**config.mk**
```make
export PLATFORM = sky130hd
export DESIGN_NAME = altpll_pll_flat
export DESIGN_NICKNAME = d
export VERILOG_FILES = /design/src/rtl/altpll_pll_if.sv /design/src/rtl/altpll_pll.sv /design/src/flat_wrapper.sv
export SDC_FILE = /design/constraint.sdc
export NUM_CORES = 1
export LEC_CHECK = 0
export CORE_UTILIZATION = 60
export CTS_BUF_LIST = sky130_fd_sc_hd__clkbuf_8 sky130_fd_sc_hd__clkbuf_16
export CTS_CLUSTER_DIAMETER = 60
export DETAILED_ROUTE_END_ITERATION = 16
export PLACE_DENSITY_LB_ADDON = 0.05
export SKIP_CTS_REPAIR_TIMING = 1
export SYNTH_ARGS = -nofsm -noshare
export SYNTH_HDL_FRONTEND = slang
export SYNTH_SLANG_ARGS = --single-unit
```
**constraint.sdc**
```tcl
create_clock -name inclk0 -period 2.39 [get_ports inclk0]
set_input_delay 0.717 -clock inclk0 [delete_from_list [all_inputs] [get_ports inclk0]]
set_output_delay 0.717 -clock inclk0 [all_outputs]
set_load 0.02 [all_outputs]
```
**src/rtl/altpll_pll_if.sv**
```systemverilog
// Output bundle of the altpll_pll clock core. clkena is sampled on every
// inclk0 rising edge. c0..c3 and locked are registered levels.
interface altpll_pll_if;
   logic [3:0] clkena;
   logic       c0;
   logic       c1;
   logic       c2;
   logic       c3;
   logic       locked;

   modport master (output clkena, input c0, c1, c2, c3, locked);
   modport slave  (input clkena, output c0, c1, c2, c3, locked);
endinterface

```
**src/rtl/altpll_pll.sv**
```systemverilog
// Digital clock core: lock-delay counter followed by four divided,
// phase-offset, individually enabled registered clock outputs.
module altpll_pll #(
   parameter int LOCK_CYCLES = 64,
   parameter int C0_DIV      = 2,
   parameter int C0_HIGH     = 1,
   parameter int C0_PHASE    = 0,
   parameter int C1_DIV      = 4,
   parameter int C1_HIGH     = 2,
   parameter int C1_PHASE    = 0,
   parameter int C2_DIV      = 4,
   parameter int C2_HIGH     = 2,
   parameter int C2_PHASE    = 2,
   parameter int C3_DIV      = 8,
   parameter int C3_HIGH     = 4,
   parameter int C3_PHASE    = 0
) (
   input  logic        inclk0,
   input  logic        areset_n,
   altpll_pll_if.slave pll,
   output logic        dbg_state
);

   typedef enum logic {
      ST_ACQUIRE = 1'b0,
      ST_LOCKED  = 1'b1
   } state_t;

   localparam int DIV [4] = '{C0_DIV, C1_DIV, C2_DIV, C3_DIV};
   localparam int HI  [4] = '{C0_HIGH, C1_HIGH, C2_HIGH, C3_HIGH};
   localparam int PH  [4] = '{C0_PHASE, C1_PHASE, C2_PHASE, C3_PHASE};

   localparam logic [15:0] LOCK_LAST = 16'(LOCK_CYCLES - 1);

   if (LOCK_CYCLES < 1 || LOCK_CYCLES > 65535) begin : g_bad_lock
      $error("altpll_pll: LOCK_CYCLES out of range");
   end

   state_t      state_q, state_d;
   logic [15:0] lock_cnt_q, lock_cnt_d;
   logic        lock_edge;

   always_ff @(posedge inclk0 or negedge areset_n) begin
      if (!areset_n) begin
         state_q    <= ST_ACQUIRE;
         lock_cnt_q <= 16'd0;
      end else begin
         state_q    <= state_d;
         lock_cnt_q <= lock_cnt_d;
      end
   end

   // The counter freezes at LOCK_LAST once locked; only reset restarts it.
   always_comb begin
      state_d    = state_q;
      lock_cnt_d = lock_cnt_q;
      lock_edge  = 1'b0;
      case (state_q)
         ST_ACQUIRE: begin
            if (lock_cnt_q == LOCK_LAST) begin
               state_d   = ST_LOCKED;
               lock_edge = 1'b1;
            end else begin
               lock_cnt_d = lock_cnt_q + 16'd1;
            end
         end
         ST_LOCKED: begin
            state_d = ST_LOCKED;
         end
         default: begin
            state_d = ST_ACQUIRE;
         end
      endcase
   end

   assign pll.locked = (state_q == ST_LOCKED);
   assign dbg_state  = state_q;

   for (genvar k = 0; k < 4; k++) begin : g_ch
      localparam logic [7:0] LAST  = 8'(DIV[k] - 1);
      localparam logic [8:0] HIGH  = 9'(HI[k]);
      localparam logic [7:0] PHASE = 8'(PH[k]);

      if (DIV[k] < 2 || DIV[k] > 256) begin : g_bad_div
         $error("altpll_pll: divider out of range");
      end
      if (HI[k] < 1 || HI[k] > DIV[k] - 1) begin : g_bad_high
         $error("altpll_pll: high time out of range");
      end
      if (PH[k] < 0 || PH[k] > DIV[k] - 1) begin : g_bad_phase
         $error("altpll_pll: phase out of range");
      end

      logic [7:0] cnt_q;
      logic       ck_q;

      // Counter runs regardless of clkena so re-enabling keeps the phase.
      always_ff @(posedge inclk0 or negedge areset_n) begin
         if (!areset_n) begin
            cnt_q <= 8'd0;
            ck_q  <= 1'b0;
         end else if (lock_edge) begin
            cnt_q <= PHASE;
            ck_q  <= 1'b0;
         end else if (state_q == ST_LOCKED) begin
            ck_q  <= pll.clkena[k] & ({1'b0, cnt_q} < HIGH);
            cnt_q <= (cnt_q == LAST) ? 8'd0 : cnt_q + 8'd1;
         end
      end
   end

   assign pll.c0 = g_ch[0].ck_q;
   assign pll.c1 = g_ch[1].ck_q;
   assign pll.c2 = g_ch[2].ck_q;
   assign pll.c3 = g_ch[3].ck_q;

endmodule

```
**src/flat_wrapper.sv**
```systemverilog
// flat-port wrapper written by rule: the top's interface ports become plain ports
module altpll_pll_flat 
#(
   parameter int LOCK_CYCLES = 64,
   parameter int C0_DIV      = 2,
   parameter int C0_HIGH     = 1,
   parameter int C0_PHASE    = 0,
   parameter int C1_DIV      = 4,
   parameter int C1_HIGH     = 2,
   parameter int C1_PHASE    = 0,
   parameter int C2_DIV      = 4,
   parameter int C2_HIGH     = 2,
   parameter int C2_PHASE    = 2,
   parameter int C3_DIV      = 8,
   parameter int C3_HIGH     = 4,
   parameter int C3_PHASE    = 0
)
  (inclk0, areset_n, dbg_state, pll_clkena, pll_c0, pll_c1, pll_c2, pll_c3, pll_locked);
  altpll_pll_if pll_i ();
  input  logic inclk0;
  input  logic areset_n;
  output logic dbg_state;
  input wire logic [$bits(pll_i.clkena)-1:0] pll_clkena;
  output wire logic [$bits(pll_i.c0)-1:0] pll_c0;
  output wire logic [$bits(pll_i.c1)-1:0] pll_c1;
  output wire logic [$bits(pll_i.c2)-1:0] pll_c2;
  output wire logic [$bits(pll_i.c3)-1:0] pll_c3;
  output wire logic [$bits(pll_i.locked)-1:0] pll_locked;
  assign pll_i.clkena = pll_clkena;
  assign pll_c0 = pll_i.c0;
  assign pll_c1 = pll_i.c1;
  assign pll_c2 = pll_i.c2;
  assign pll_c3 = pll_i.c3;
  assign pll_locked = pll_i.locked;
  altpll_pll #(.LOCK_CYCLES(LOCK_CYCLES), .C0_DIV(C0_DIV), .C0_HIGH(C0_HIGH), .C0_PHASE(C0_PHASE), .C1_DIV(C1_DIV), .C1_HIGH(C1_HIGH), .C1_PHASE(C1_PHASE), .C2_DIV(C2_DIV), .C2_HIGH(C2_HIGH), .C2_PHASE(C2_PHASE), .C3_DIV(C3_DIV), .C3_HIGH(C3_HIGH), .C3_PHASE(C3_PHASE)) u_core (.inclk0(inclk0), .areset_n(areset_n), .pll(pll_i), .dbg_state(dbg_state));
endmodule
```
==> results of run 1 <==
==> power by group <==
part	total [mW]	internal, mW	switching (mW)
logic	0.0249	0.00729	0.0176
clock network	0.493	0.203	0.290
registers	0.896	0.896	0
total	1.41	1.11	0.307
==> synth_stat cells (6+ instances only) <==
cell	n	share of area, %
dfrtp_1	53	48
nand3_1	26	4.7
nand2_1	19	2.6
xnor2_1	13	4.1
o21ai_0	11	2.0
a21o_1	9	2.4
and3_1	9	2.0
nor2_1	9	1.2
nor3_1	9	1.6
inv_1	8	1.1
ha_1	7	3.2
nand4_1	7	1.6
nor4_1	7	1.6
a211o_1	6	1.9
a31oi_1	6	1.4
xor2_1	6	1.9
==> worst register-to-register path, delay by kind of cell, from the launching register on <==
| kind | cells | cell delay [ns] |
|---|---|---|
| buffers and inverters | 2 | 0.41 |
| AND/OR/NAND/NOR | 3 | 0.69 |
| AO/OA/AOI/OAI | 1 | 0.11 |
| adder cells (fa/ha/maj) | 1 | 0.26 |
| flip-flops | 1 | 0.42 |
==> kinds of logic (layout without fill, tap and decap cells) <==
group,after synthesis,count (layout),synth area share (%)
xor+xnor,19,19,6.00
simple gates,108,108,22.9
compound gates,57,57,15.3
fa+ha+maj,7,7,3.16
flops,53,53,47.8
mux,3,3,1.13
buf+inv,20,34,3.70
==> routing by layer <==
| layer | share of wire, % | up-vias |
|---|---|---|
| met5 | 0 | - |
| met4 | 0.74 | 0 |
| met3 | 3.0 | 5 |
| met2 | 45 | 30 |
| met1 | 51 | 966 |
| li1 | - | 1019 |
==> path summary, 6_finish.rpt <==
path / end / slack, ns / cells after the start
worst max-delay path: dbg_state / 0.24 / 1
worst min-delay path: u_core.pll.c2 / 0.49 / 1
worst max register to register: u_core.g_ch[0].cnt_q[1] / 0.38 / 7
worst min register to register: u_core.pll.c2 / 0.49 / 1
max in group asynchronous: u_core.lock_cnt_q[7] / 1.43 / 2
min in group asynchronous: u_core.g_ch[0].cnt_q[3] / 0.52 / 2
==> flip-flops by register name (all words and copies together), names as in the netlist <==
| name | count |
|---|---|
| u_core.g_ch.cnt_q | 32 |
| u_core.lock_cnt_q | 16 |
| u_core.pll.c1 | 1 |
| u_core.pll.c3 | 1 |
| u_core.pll.c0 | 1 |
| u_core.pll.c2 | 1 |
| u_core.dbg_state | 1 |
==> per-stage QoR <==
step,setup WS (ns),instances
detailed placement,0.391,325
floorplan,0.533,267
global placement,0.438,325
global route,0.211,333
CTS,0.230,333
finish,0.245,333
==> area by class of cell <==
type,instances,area (um2)
clock inverter,3,18.8
sequential,53,1330
multi-input combinational,194,1340
fill,349,1380
tap,52,65.1
clock buffer,5,68.8
inverter,9,33.8
timing repair buffer,17,150
==> impl_metrics.ini, run 1 <==
[route]
vias_per_cell = 6.07
ant_nets = 0
firstDrtPassIters = 4
wl_um = 5020
wire_per_inst_um = 15.1
first_iter_violations = 126
drc = 0
vias = 2020

[yosys]
synthesis.area_um2 = 2770
synth_flop_cell = dfrtp_1
yosysUniqueCellTypes = 47
synth_edf_count = 0
ys_seq_area_share_pct = 47.8
yosys_warnings = 0
avgSynthCellArea_um2 = 10.4
synthesis.nets = 280
ys_ff_latch = 53
postSynth.asyncResetShare_pct = 100
syn_inst = 267

[global_routing]
track_usage_pct = 23.1
grt_max_degree = 54
gr-usage-met3_pct = 4.33
grt_use_met2_pct = 36.3
grt_remaining_overflow = 0
grt_pass1_wl_um = 9160
antenna_found_initial = 0
grt.busiest_layer = met2
grtUsageMet1_pct = 33.7
grt_pass1_vias = 1980

[die]
fp-row-count = 24
dieWidth_um = 70.0
chipHeight_um = 70.0
io-pin-count = 12
initial_utilization_pct = 63.2
coreArea_um2 = 4380
dieArea_um2 = 4900

[sta]
drv_slew = 0
finClkSkew_ns = 0.00750
relSlewSlack_pct = 56.4
worst_slew_pin_slew_ns = 0.653
rsz0062_at_grt = false
hold_violations = 0
fmax_mhz = 466
tns_ns = 0
hold_slack_ns = 0.485
setup_viol = 0
post-route-min-period_ns = 2.15
period_share_pct = 89.8

[clock_network]
cts.sinks = 53
cts_htree_levels = 2
clk_pin_slew_ns = 0.09
root_buffer = clkbuf_8
tritoncts = done
cts_buffers = 5
cts_buffer_depth = 2
clk_latency_ns = 0.30

[final_layout]
final_area_um2 = 3010
nets = 293
final_util_pct = 68.6
syn_to_final_growth_pct = 8.44
drive_gt1_share_pct = 9.25
layout_common_cells = 53 x dfrtp_1, 26 x nand3_1, 19 x nand2_1
layout_commonest_cell = dfrtp_1
num_antenna_cells = 0

[power_and_ir_drop]
power_mw = 1.41
p_leak_nw = 1.41
p_per_area_nw_per_um2 = 470
worst_ir_drop_vdd_v = 0.000361

[run_status]
status = complete, no violations

[setup_path]
crit_arrival_ns = 1.43
cp_max_fo = 5
cp_top_family = buffers and inverters
critPathSlowestCell = clkdlybuf4s50_1
path_class = flip-flop to primary output
worst_setup_path_end_kind = primary output
critPathMaxStageDelay_ns = 0.65
r2r_start = u_core.lock_cnt_q[0]
crit_start = u_core.dbg_state
path_cells = clkdlybuf4s50_1
crit_buf_inv = 1
crit_required_ns = 1.67
cp-start-kind = flip-flop

[placed_design]
dpl.hpwl_um = 3440
placed_cell_area_um2 = 2920
io_buffers = 11
gp_congestion = 0.830

[hold_path]
worstHoldStart = u_core.pll.c2
hp-class = flip-flop to flip-flop

[job]
maxCapViolCount = 0
Power figures use the tool's default switching activity.
==> inputs of run 2 (changes only) <==
--- a/config.mk
+++ b/config.mk
@@ -10,6 +10,7 @@
 export CTS_CLUSTER_DIAMETER = 60
 export DETAILED_ROUTE_END_ITERATION = 16
 export PLACE_DENSITY_LB_ADDON = 0.05
+export SETUP_SLACK_MARGIN = 0.1
 export SKIP_CTS_REPAIR_TIMING = 1
 export SYNTH_ARGS = -nofsm -noshare
 export SYNTH_HDL_FRONTEND = slang
==> results of run 2 <==
Final layout, timing and power as in run 1 (identical DEF).
